File: config.mk
export PLATFORM = sky130hd
export DESIGN_NAME = id_stage
export DESIGN_NICKNAME = d
export VERILOG_FILES = /design/src/rtl/id_stage.sv
export SDC_FILE = /design/constraint.sdc
export NUM_CORES = 1
export LEC_CHECK = 0
export CAP_MARGIN = 5
export CORE_AREA = 2 2 141 143
export CTS_CLUSTER_DIAMETER = 150
export DETAILED_ROUTE_END_ITERATION = 8
export DIE_AREA = 0 0 143 145
export GPL_ROUTABILITY_DRIVEN = 0
export PLACE_DENSITY = 0.67
export SLEW_MARGIN = 25
export SYNTH_ARGS = -nofsm -noshare
export SYNTH_HDL_FRONTEND = slang
export SYNTH_SLANG_ARGS = --single-unit
File: constraint.sdc
create_clock -name clk -period 13.3 [get_ports clk]
set_input_delay 2.66 -clock clk [delete_from_list [all_inputs] [get_ports clk]]
set_output_delay 2.66 -clock clk [all_outputs]
set_load 0.03 [all_outputs]
File: src/rtl/id_stage.sv
// MIPS instruction-decode stage: decodes the IF/ID word, bypasses writeback data,
// detects load-use hazards and registers the result into the ID/EX pipeline register.
module id_stage #(
  parameter int DATA_W = 32,
  parameter int ADDR_W = 5,
  parameter int PC_W   = 32
) (
  input  logic              clk,
  input  logic              rst,
  input  logic              if_valid,
  input  logic [31:0]       if_instr,
  input  logic [PC_W-1:0]   if_pc,
  output logic              id_stall,
  input  logic              ex_flush,
  output logic [ADDR_W-1:0] rg_rd_addr1,
  output logic [ADDR_W-1:0] rg_rd_addr2,
  input  logic [DATA_W-1:0] rg_rd_data1,
  input  logic [DATA_W-1:0] rg_rd_data2,
  input  logic              wb_wrt_en,
  input  logic [ADDR_W-1:0] wb_wrt_addr,
  input  logic [DATA_W-1:0] wb_wrt_data,
  output logic              ex_valid,
  output logic [PC_W-1:0]   ex_pc,
  output logic [DATA_W-1:0] ex_rs_data,
  output logic [DATA_W-1:0] ex_rt_data,
  output logic [DATA_W-1:0] ex_imm,
  output logic [ADDR_W-1:0] ex_rs,
  output logic [ADDR_W-1:0] ex_rt,
  output logic [ADDR_W-1:0] ex_dst,
  output logic [2:0]        ex_alu_op,
  output logic              ex_alu_src,
  output logic              ex_reg_wrt,
  output logic              ex_mem_rd,
  output logic              ex_mem_wrt,
  output logic              ex_branch,
  output logic              ex_jump,
  output logic [25:0]       ex_jaddr,
  output logic              ex_illegal
);

  typedef enum logic [2:0] {
    ALU_ADD = 3'd0,
    ALU_SUB = 3'd1,
    ALU_AND = 3'd2,
    ALU_OR  = 3'd3,
    ALU_SLT = 3'd4
  } alu_op_t;

  typedef struct packed {
    alu_op_t alu_op;
    logic    alu_src;
    logic    reg_wrt;
    logic    mem_rd;
    logic    mem_wrt;
    logic    branch;
    logic    jump;
    logic    illegal;
  } ctrl_t;

  localparam logic [5:0] OP_RTYPE = 6'h00;
  localparam logic [5:0] OP_J     = 6'h02;
  localparam logic [5:0] OP_BEQ   = 6'h04;
  localparam logic [5:0] OP_ADDI  = 6'h08;
  localparam logic [5:0] OP_LW    = 6'h23;
  localparam logic [5:0] OP_SW    = 6'h2B;

  logic [5:0]        opcode;
  logic [5:0]        funct;
  logic [ADDR_W-1:0] rs;
  logic [ADDR_W-1:0] rt;
  logic [ADDR_W-1:0] rd;
  logic [ADDR_W-1:0] dec_dst;
  logic [DATA_W-1:0] rs_data;
  logic [DATA_W-1:0] rt_data;
  logic [DATA_W-1:0] imm_ext;
  logic              uses_rt;
  logic              hazard;
  ctrl_t             dec;

  assign opcode = if_instr[31:26];
  assign funct  = if_instr[5:0];
  assign rs     = if_instr[25:21];
  assign rt     = if_instr[20:16];
  assign rd     = if_instr[15:11];

  assign rg_rd_addr1 = rs;
  assign rg_rd_addr2 = rt;

  assign imm_ext = {{(DATA_W-16){if_instr[15]}}, if_instr[15:0]};

  // Same-cycle writeback wins over the RegFile read; $0 is hard-wired to zero.
  always_comb begin
    if (rs == '0)                                  rs_data = '0;
    else if (wb_wrt_en && (wb_wrt_addr == rs))     rs_data = wb_wrt_data;
    else                                           rs_data = rg_rd_data1;
    if (rt == '0)                                  rt_data = '0;
    else if (wb_wrt_en && (wb_wrt_addr == rt))     rt_data = wb_wrt_data;
    else                                           rt_data = rg_rd_data2;
  end

  // NOTE: every output of this block gets a default first so no latch is inferred.
  always_comb begin
    dec     = '0;
    dec_dst = '0;
    unique case (opcode)
      OP_RTYPE: begin
        dec_dst     = rd;
        dec.reg_wrt = 1'b1;
        unique case (funct)
          6'h20:   dec.alu_op = ALU_ADD;
          6'h22:   dec.alu_op = ALU_SUB;
          6'h24:   dec.alu_op = ALU_AND;
          6'h25:   dec.alu_op = ALU_OR;
          6'h2A:   dec.alu_op = ALU_SLT;
          default: begin
            dec.reg_wrt = 1'b0;
            dec.illegal = 1'b1;
          end
        endcase
      end
      OP_ADDI: begin
        dec_dst     = rt;
        dec.alu_src = 1'b1;
        dec.reg_wrt = 1'b1;
      end
      OP_LW: begin
        dec_dst     = rt;
        dec.alu_src = 1'b1;
        dec.reg_wrt = 1'b1;
        dec.mem_rd  = 1'b1;
      end
      OP_SW: begin
        dec.alu_src = 1'b1;
        dec.mem_wrt = 1'b1;
      end
      OP_BEQ: begin
        dec.alu_op = ALU_SUB;
        dec.branch = 1'b1;
      end
      OP_J:    dec.jump    = 1'b1;
      default: dec.illegal = 1'b1;
    endcase
  end

  // addi and lw only read rs; rt is their destination.
  assign uses_rt = (opcode == OP_RTYPE) || (opcode == OP_SW) || (opcode == OP_BEQ);

  assign hazard = if_valid && ex_valid && ex_mem_rd && (ex_dst != '0) &&
                  ((ex_dst == rs) || (uses_rt && (ex_dst == rt)));

  assign id_stall = hazard && !ex_flush;

  // NOTE: pipeline state uses non-blocking assignments so every register samples pre-edge values.
  always_ff @(posedge clk or posedge rst) begin
    if (rst) begin
      ex_valid   <= 1'b0;
      ex_pc      <= '0;
      ex_rs_data <= '0;
      ex_rt_data <= '0;
      ex_imm     <= '0;
      ex_rs      <= '0;
      ex_rt      <= '0;
      ex_dst     <= '0;
      ex_jaddr   <= '0;
      ex_alu_op  <= '0;
      ex_alu_src <= 1'b0;
      ex_reg_wrt <= 1'b0;
      ex_mem_rd  <= 1'b0;
      ex_mem_wrt <= 1'b0;
      ex_branch  <= 1'b0;
      ex_jump    <= 1'b0;
      ex_illegal <= 1'b0;
    end else begin
      ex_pc      <= if_pc;
      ex_rs_data <= rs_data;
      ex_rt_data <= rt_data;
      ex_imm     <= imm_ext;
      ex_rs      <= rs;
      ex_rt      <= rt;
      ex_dst     <= dec_dst;
      ex_jaddr   <= if_instr[25:0];
      if (ex_flush || hazard || !if_valid) begin
        ex_valid   <= 1'b0;
        ex_alu_op  <= '0;
        ex_alu_src <= 1'b0;
        ex_reg_wrt <= 1'b0;
        ex_mem_rd  <= 1'b0;
        ex_mem_wrt <= 1'b0;
        ex_branch  <= 1'b0;
        ex_jump    <= 1'b0;
        ex_illegal <= 1'b0;
      end else begin
        ex_valid   <= 1'b1;
        ex_alu_op  <= dec.alu_op;
        ex_alu_src <= dec.alu_src;
        ex_reg_wrt <= dec.reg_wrt;
        ex_mem_rd  <= dec.mem_rd;
        ex_mem_wrt <= dec.mem_wrt;
        ex_branch  <= dec.branch;
        ex_jump    <= dec.jump;
        ex_illegal <= dec.illegal;
      end
    end
  end

endmodule

==> Yosys cells after proc, flatten, opt, wreduce, memory -nomap -nowiden <==
Index checks and enable logic that the tools add are counted.
{ "classes": {"n_eq_ne": 14, "mux": 25, "n_reduce_logical": 23} }
{ "ops": {"columns": ["cell", "count"], "rows": [
  ["$mux 32", 4],
  ["$eq 6x6->1 const B", 7],
  ["$eq 5x5->1", 4],
  ["$mux 1", 15],
  ["$pmux 3 s4", 1],
  ["$logic_not 5->1", 2],
  ["$pmux 5 s2", 1],
  ["$reduce_or 5->1", 2],
  ["$logic_and 1x1->1", 8],
  ["$eq 6x2->1 const B", 1],
  ["$eq 6x3->1 const B", 1],
  ["$eq 6x4->1 const B", 1],
  ["$logic_not 6->1", 1],
  ["$pmux 3 s2", 1],
  ["$logic_or 1x1->1", 5],
  ["$reduce_bool 5->1", 1],
  ["$pmux 1 s2", 2],
  ["$mux 3", 1],
  ["$reduce_or 3->1", 1],
  ["$logic_not 1->1", 2],
  ["$reduce_or 2->1", 1]
]} }
{ "word_totals": {"reg_bits": 164, "in_bits": 170, "output_inout_bits": 191} }

==> Longest topological paths before layout <==
Gate-level depths: netlist of the first run.
{ "depth": {"word_depth": 9, "depth_mapped": 6} }

==> Least setup slack after synthesis of the first run <==
OpenSTA, ideal clock, no wires.
{ "synth_path": {"path_type": "in2out", "startpoint": "input port if_instr[20]", "endpoint": "output port id_stall", "arrival_time_ps": 3795, "path_slack_ps": 6845, "stages": 4, "path_cell_list": "xor2_1 > nor4_1 > o2111ai_1 > a21oi_1"} }
{ "synth_via": {"elab_chain_len": 5} }
{ "synth_rtl": {"columns": ["item", "line", "source"], "rows": [
  ["start, declared", "11", "input logic [31:0] if_instr,"],
  ["$eq 5x5->1", "149", "((ex_dst == rs) || (uses_rt && (ex_dst == rt)));"],
  ["$logic_and 1x1->1", "149", null],
  ["$logic_or 1x1->1", "149", null],
  ["$logic_and 1x1->1", "148", "assign hazard = if_valid && ex_valid && ex_mem_rd && (ex_dst != '0) &&"],
  ["$logic_and 1x1->1", "151", "assign id_stall = hazard && !ex_flush;"],
  ["end, declared", "13", "output logic id_stall,"]
]} }
No other way between the ends.

==> Worst setup path after layout of the first run <==
Ends and elaborated chain as after synthesis.

==> flow_summary.toml, run 1 <==
[grt]
grt_use_met3_pct = 5.54
grt_overflow = 0
grt_max_degree = 73
grt_pass1_wl_um = 31000
met2_usage_pct = 32.2
grt.met1_usage_pct = 25.8
grt.total_usage_pct = 20.0
first_global_vias = 5178
grt.busiest_layer = "met2"
antenna_found_initial = 0

[yosys]
synthTopCellsByArea = "dfrtp_1 61%, buf_4 6.9%, a21oi_1 5.9%, o21ai_0 5.9%, nand3_1 5.8%"
syn-num-nets = 685
ys_seq_area_share_pct = 61.1
synth.top_cell.area_share_pct = 61.1
async_reset_ff_share_pct = 100
syn-instance-count = 515
ys_top_cells_by_count = "138 x dfrtp_1, 67 x a21oi_1, 67 x o21ai_0"
synth-seq-cells = 138
synth_warnings = 0
synth_edf_count = 0
synth_area_sq_um = 5660
ys_types = 41
synth_most_common_cell = "dfrtp_1"
avgSynthCellArea_sq_um = 11.0
synth_ff_type = "dfrtp_1"
yosysTopAreaCell = "dfrtp_1"

[cts]
root_buffer = "clkbuf_16"
post_cts_buffers = 0
cts_sinks = 138
cts_resized = 0
cts_max_level = 4
cts.path.max_buffers = 2
cts.clk_slew.worst_paths_ps = 60
cts_buffers = 17
insertion_delay_ps = 420
cts_hold_buf = 0
cts_tree = "yes"

[worst_setup_path]
crit_path_end_kind = "output port"
worstSetupPathType = "input pin to output port"
startpoint_type = "input pin"
cp.required_ps = 10640
cp_max_fo = 6
arrival_ps = 4990

[timing]
min_period_ps = 7650
tns_ps = 0
finalSetupViolCount = 0
hold_viol = 0
tightest_slew_ps = 678
finalWorstSetupSlack_ps = 5650
fin_skew_ps = 8.49
rsz0062_at_grt = "no"
slew_headroom_pct = 54.8
clock.fmax_mhz = 131
maxSlewViolCount = 0
period_share_pct = 57.5

[placed_design]
preCtsSetupSlack_ps = 5650
hpwl_um = 15500
io_buffers = 360
placed_cell_area_sq_um = 9130

[routing]
route.vias.total = 5154
wl_um = 21100
wl_per_cell_um = 19.3
antenna_left = 0
drt-initial-drc-count = 356
dr.pass1.iters = 5
vias_per_cell = 4.73
drc = 0

[layout]
fillCellCount = 1747
area_delta_synth_final_pct = 70.8
nNetsFinal = 984
multiInputGateArea_sq_um = 1660
drive_above_1_share_pct = 6.91
final_area_sq_um = 9660
diodes = 0
area.sequential_sq_um = 3450

[power_and_ir_drop]
finalPower_mw = 1.12
leakage_nw = 3.77
peakVddDrop_mv = 0.0787
power.density_nw_per_um2 = 116

[floorplan]
die_y_um = 145
coreArea_sq_um = 19200
io_pins = 361
die_area_sq_um = 20700
die_w_um = 143
fp-row-count = 51
start_util_pct = 29.4

[flow_run]
max_cap_violations = 0

[worst_hold_path]
hold_class = "register to register"

[run_status]
status = "complete, no violations"
-- cell type report --
type / count / share of cell area (%)
multi-input combinational: 284 / 17.2
sequential: 138 / 35.8
inverter: 4 / 0.207
timing repair buffer: 369 / 38.1
clock buffer: 18 / 4.55
tap: 265 / 3.43
clock inverter: 12 / 0.816
-- stage by stage --
stage | instances | hold WS (ps) | utilization [%]
6_report | 1090 | 1000 | 50.3
5_1_grt | 1090 | 1070 | 50.3
4_1_cts | 1090 | 985 | 50.2
3_5_place_dp | 1060 | 985 | 47.5
3_3_place_gp | 1060 | 969 | 47.5
2_1_floorplan | 515 | 1040 | -
-- final timing paths --
check / end / start / cells past startpoint / slack, ps
max: id_stall / if_instr[20] / 6 / 5650
min: ex_valid / ex_mem_rd / 4 / 1000
max reg2reg: ex_branch / ex_dst[1] / 4 / 11470
min reg2reg: ex_valid / ex_mem_rd / 4 / 1000
max in group asynchronous: ex_rt_data[0] / rst / 3 / 9490
min in group asynchronous: ex_pc[27] / rst / 2 / 2700
-- placed cells by master, fill, tap and decap left out, types with 2 or more instances in the layout --
cell type	synthesis	routed
a211oi_1	2	2
a21oi_1	67	67
a22o_2	5	5
and2_1	3	3
and4_1	2	2
buf_4	52	8
clkbuf_16	0	17
clkdlybuf4s50_1	0	360
clkinv_2	0	6
clkinv_4	0	2
clkinvlp_4	0	3
dfrtp_1	138	138
inv_1	4	3
inv_6	0	2
nand2_1	4	2
nand2_2	0	2
nand3_1	66	66
nand4_1	2	2
nand4b_1	2	2
nor2_1	9	7
nor2_2	0	2
nor3_1	7	7
nor3b_1	2	2
nor4_1	4	4
nor4b_1	3	3
o21ai_0	67	67
or4_1	2	2
xnor2_1	10	10
xor2_1	10	10
-- power by group --
group | leakage (nW) | total, mW | internal, mW | switching, mW
Sequential | 1.65 | 0.452 | 0.443 | 0.00876
Combinational | 1.86 | 0.243 | 0.110 | 0.133
Clock | 0.253 | 0.421 | 0.240 | 0.181
-- cell families (layout without fill, tap and decap cells) --
family / Yosys count / count (layout) / share of synthesized area, %
compound gates: 148 / 148 / 14.2
xor+xnor: 20 / 20 / 3.10
mux: 1 / 1 / 0.199
simple gates: 115 / 115 / 11.7
flops: 138 / 138 / 61.1
buf+inv: 93 / 403 / 9.78
-- critical path, stage by stage --
cell and delay [ps]:
clkdlybuf4s50_1 580, xor2_1 240, nor4_1 410, o2111ai_1 210
a21oi_1 170, clkdlybuf4s50_1 720
-- registers in the layout, summed over array words and instances (netlist names) --
name / count
ex_valid: 1
ex_alu_src: 1
ex_branch: 1
ex_jump: 1
ex_mem_wrt: 1
ex_dst: 5
ex_pc: 32
ex_mem_rd: 1
ex_jaddr: 26
ex_alu_op: 3
ex_rt_data: 32
ex_reg_wrt: 1
ex_illegal: 1
ex_rs_data: 32
-- metal layers --
| metal | share of wire, % | up-vias |
|---|---|---|
| met3 | 6.7 | 30 |
| li1 | - | 2361 |
| met2 | 48 | 223 |
| met5 | 0 | - |
| met1 | 43 | 2540 |
| met4 | 2.2 | 0 |
(Power assumes the default switching activity.)
==> run 2: changes to the inputs <==
Settings changed: CORE_AREA 2 2 141 143 to 2 2 139 141, DIE_AREA 0 0 143 145 to 0 0 141 143, PLACE_DENSITY 0.67 to 0.69.
Clock period 13.3 ns to 7.1 ns, I/O delays scaled along.
==> flow_summary.toml, run 2 (same netlist as run 1, synthesis figures left out) <==
[worst_setup_path]
worstSetupPathType = "input pin to output port"
cp_max_fo = 6
crit_path_start = "if_instr[20]"
crit_path_end_kind = "output port"
startpoint_type = "input pin"
arrival_ps = 3650
crit-reg2reg-launch = "ex_dst[1]"
cp.required_ps = 5680

[grt]
grt_pass1_wl_um = 31300
first_global_vias = 5172
grt_max_degree = 82
antenna_found_initial = 1
grt.total_usage_pct = 21.0
grt_overflow = 0

[timing]
tightest_slew_ps = 757
slew_headroom_pct = 49.5
fin_skew_ps = 3.93
min_period_ps = 5070
period_share_pct = 71.4
finalSetupViolCount = 0
rsz0062_at_grt = "no"
hold_viol = 0
maxSlewViolCount = 0
finalWorstSetupSlack_ps = 2030
clock.fmax_mhz = 197
tns_ps = 0

[floorplan]
die_y_um = 143
start_util_pct = 30.4
fp-row-count = 50
die_w_um = 141
io_pins = 361
die_area_sq_um = 20200
coreArea_sq_um = 18600

[cts]
cts_hold_buf = 0
cts.path.max_buffers = 2
post_cts_buffers = 0
cts_tree = "yes"
root_buffer = "clkbuf_16"
cts_max_level = 4
insertion_delay_ps = 420
cts.clk_slew.worst_paths_ps = 60
cts_buffers = 17
cts_resized = 0
cts_sinks = 138

[run_status]
status = "complete, no violations"

[layout]
area_delta_synth_final_pct = 71.0
drive_above_1_share_pct = 7.13
diodes = 0
fin_util_pct = 52.0
nNetsFinal = 984
layout_commonest_cell = "clkdlybuf4s50_1"
fillCellCount = 1696
reg.largest.list = "ex_pc (32), ex_rs_data (32), ex_rt_data (32)"
final_cell_mix = "360 x clkdlybuf4s50_1, 138 x dfrtp_1, 67 x o21ai_0, 67 x a21oi_1, 66 x nand3_1"

[flow_run]
max_cap_violations = 0

[power_and_ir_drop]
internal_power_mw = 1.53
swShare_pct = 29.3
leakage_nw = 3.79
peakVddDrop_mv = 0.144
seqPwrFrac_pct = 39.0
clockPowerShare_pct = 40.1
power.switching_mw = 0.637
finalPower_mw = 2.17
p_comb_share_pct = 21.0
power.density_nw_per_um2 = 225

[routing]
antenna_left = 0
route.vias.total = 5096
drt-initial-drc-count = 352
drc = 0
vias_per_cell = 4.80
wl_per_cell_um = 20.0
dr.pass1.iters = 5
wl_um = 21200

[placed_design]
preCtsSetupSlack_ps = 2050
hpwl_um = 15400
io_buffers = 360

[worst_hold_path]
worstHoldStart = "ex_valid"
hold_class = "register to register"
## run 2: worst paths after layout
check	end	slack (ps)	cells after the start
max in group asynchronous	ex_rs_data[26]	4320	3
worst max register to register	ex_jump	5300	4
worst max-delay path	id_stall	2030	6
worst min-delay path	ex_valid	1000	4
worst min register to register	ex_valid	1000	4
min in group asynchronous	ex_pc[11]	1510	2
## run 2: per-layer routing
| layer | track usage, % | routed length, um | share of wire [%] | up-vias |
|---|---|---|---|---|
| met5 | 0 | 13 | 0.061 | - |
| met4 | 7.74 | 401 | 1.9 | 2 |
| met3 | 5.57 | 1510 | 7.1 | 31 |
| met2 | 34.6 | 10500 | 49 | 254 |
| met1 | 26.6 | 8820 | 42 | 2448 |
| li1 | - | - | - | 2361 |
## run 2: final cells by class
type / count / area, sq um / share of cell area, %
sequential: 138 / 3450 / 35.7
tap: 234 / 293 / 3.03
clock buffer: 18 / 439 / 4.54
timing repair buffer: 369 / 3670 / 38.0
multi-input combinational: 284 / 1660 / 17.2
inverter: 4 / 20.0 / 0.207
clock inverter: 14 / 135 / 1.40
## run 2: power by group through the flow
stage               clock network, mW  registers [mW]  logic [mW]
CTS                             0.893           0.847       0.459
global placement                    0           0.861       0.456
floorplan                           0           0.949       0.131
global route                    0.928           0.850       0.480
detailed placement                  0           0.861       0.457
finish                          0.871           0.846       0.455
## run 2: metrics by stage
step,area (sq um),hold WS [ps],std cells
global placement,9090,985,1029
detailed placement,9090,972,1029
finish,9670,996,1061
CTS,9670,991,1061
global route,9670,1070,1061
floorplan,5660,1040,515
## run 2: critical path, stage by stage
cell and delay, ps:
clkdlybuf4s50_1 570, xor2_1 230, nor4_1 390, o2111ai_1 170, a21oi_1 180, clkdlybuf4s50_1 690
==> run 3: changes to the inputs <==
Clock period 7.1 ns to 5.1 ns, I/O delays scaled along.
==> flow_summary.toml, run 3 (same netlist as run 1, synthesis figures left out) <==
[run_status]
status = "complete, no violations"

[timing]
fin_skew_ps = 4.69
worst_hold_slack_ps = 1020
rsz0062_at_grt = "no"
period_share_pct = 82.7
maxSlewViolCount = 0
finalSetupViolCount = 0
tightest_slew_ps = 715
clock.fmax_mhz = 237
finalWorstSetupSlack_ps = 884
slew_headroom_pct = 52.3
hold_viol = 0
min_period_ps = 4220
tns_ps = 0

[layout]
area_delta_synth_final_pct = 71.6
drive_above_1_share_pct = 7.70
layout_commonest_cell = "clkdlybuf4s50_1"
nNetsFinal = 988
fillCellCount = 1667
final_area_sq_um = 9710
fin_util_pct = 52.2
final_cell_mix = "360 x clkdlybuf4s50_1, 138 x dfrtp_1, 67 x o21ai_0, 67 x a21oi_1, 66 x nand3_1"
reg.largest.list = "ex_pc (32), ex_rs_data (32), ex_rt_data (32)"
fin_cells = 1065
diodes = 0

[worst_setup_path]
worstSetupPathType = "input pin to output port"
path_common_cell = "clkdlybuf4s50_1"
cp.required_ps = 4080
arrival_ps = 3200
crit_chain = "clkdlybuf4s50_1 > xor2_1 > nor4_1 > o2111ai_1 > a21oi_1 > clkdlybuf4s50_1"
crit_path_end_kind = "output port"
cp_slowest_stage_delay_ps = 700
cp_max_fo = 6
crit_buf_inv = 2
startpoint_type = "input pin"
cpMaxStageDelayCell = "clkdlybuf4s50_1"
crit_family = "buffers and inverters"

[routing]
drt-initial-drc-count = 294
vias_per_cell = 4.84
antenna_left = 0
wl_per_cell_um = 20.2
dr.pass1.iters = 4
wl_um = 21500
route.vias.total = 5154
drc = 0

[cts]
cts.path.max_buffers = 2
cts_buffers = 17
cts_tree = "yes"
cts_sinks = 138
cts_hold_buf = 0
root_buffer = "clkbuf_16"
insertion_delay_ps = 410
cts_resized = 0
cts.clk_slew.worst_paths_ps = 60
cts_max_level = 4
post_cts_buffers = 0

[floorplan]
coreArea_sq_um = 18600
die_area_sq_um = 20200
fp-row-count = 50
start_util_pct = 30.4
die_w_um = 141
die_y_um = 143
io_pins = 361

[grt]
first_global_vias = 5300
grt_pass1_wl_um = 31500
antenna_found_initial = 1
grt.total_usage_pct = 20.9
grt_overflow = 0
grt_max_degree = 103

[placed_design]
placed_cell_area_sq_um = 9130
dpl.cell_count = 1033
preCtsSetupSlack_ps = 905
io_buffers = 360
hpwl_um = 15700

[power_and_ir_drop]
leakage_nw = 3.81
peakVddDrop_mv = 0.220
finalPower_mw = 3.02
power.density_nw_per_um2 = 311

[flow_run]
max_cap_violations = 0

[worst_hold_path]
hold_class = "register to register"
## run 3: cell types whose count changed in the layout (fill, tap and decap cells not counted)
| cell | before | now |
|---|---|---|
| buf_4 | 9 | 13 |
| clkinv_4 | 1 | 3 |
| inv_6 | 7 | 5 |
| and2_1 | 3 | 2 |
| and2_2 | 0 | 1 |
| clkinvlp_4 | 3 | 2 |
| inv_8 | 1 | 2 |
## run 3: worst paths after layout
kind	start	to	slack, ps	depth (start not counted)
worst max-delay path	if_instr[18]	id_stall	880	6
min in group asynchronous	rst	ex_pc[21]	1130	2
worst min-delay path	ex_valid	ex_valid	1020	4
worst max register to register	ex_dst[4]	ex_alu_op[2]	3270	4
max in group asynchronous	rst	ex_jaddr[24]	3140	3
worst min register to register	ex_valid	ex_valid	1020	4
## run 3: area by class of cell
class,instances,area [sq um],share of cell area [%]
sequential,138,3450,35.6
inverter,4,22.5,0.232
tap,234,293,3.02
timing repair buffer,373,3700,38.1
multi-input combinational,284,1660,17.1
clock inverter,14,136,1.41
clock buffer,18,439,4.52
## run 3: report_power, final
group	switching (mW)	internal, mW
Clock	0.507	0.695
Sequential	0.0241	1.15
Combinational	0.349	0.289
Total	0.881	2.14
## run 3: worst min-delay path, stage by stage, from the launching register on
cell and delay (ps):
dfrtp_1 390, nand3_1 90, a21oi_1 60, o2111a_1 270, nor2_1 160
## run 3: routing by layer
layer	global-route usage (%)	wire length, um	up-vias
li1	-	-	2373
met1	27.0	9010	2492
met2	33.3	10300	248
met3	6.57	1690	39
met4	7.68	506	2
met5	0	13	-
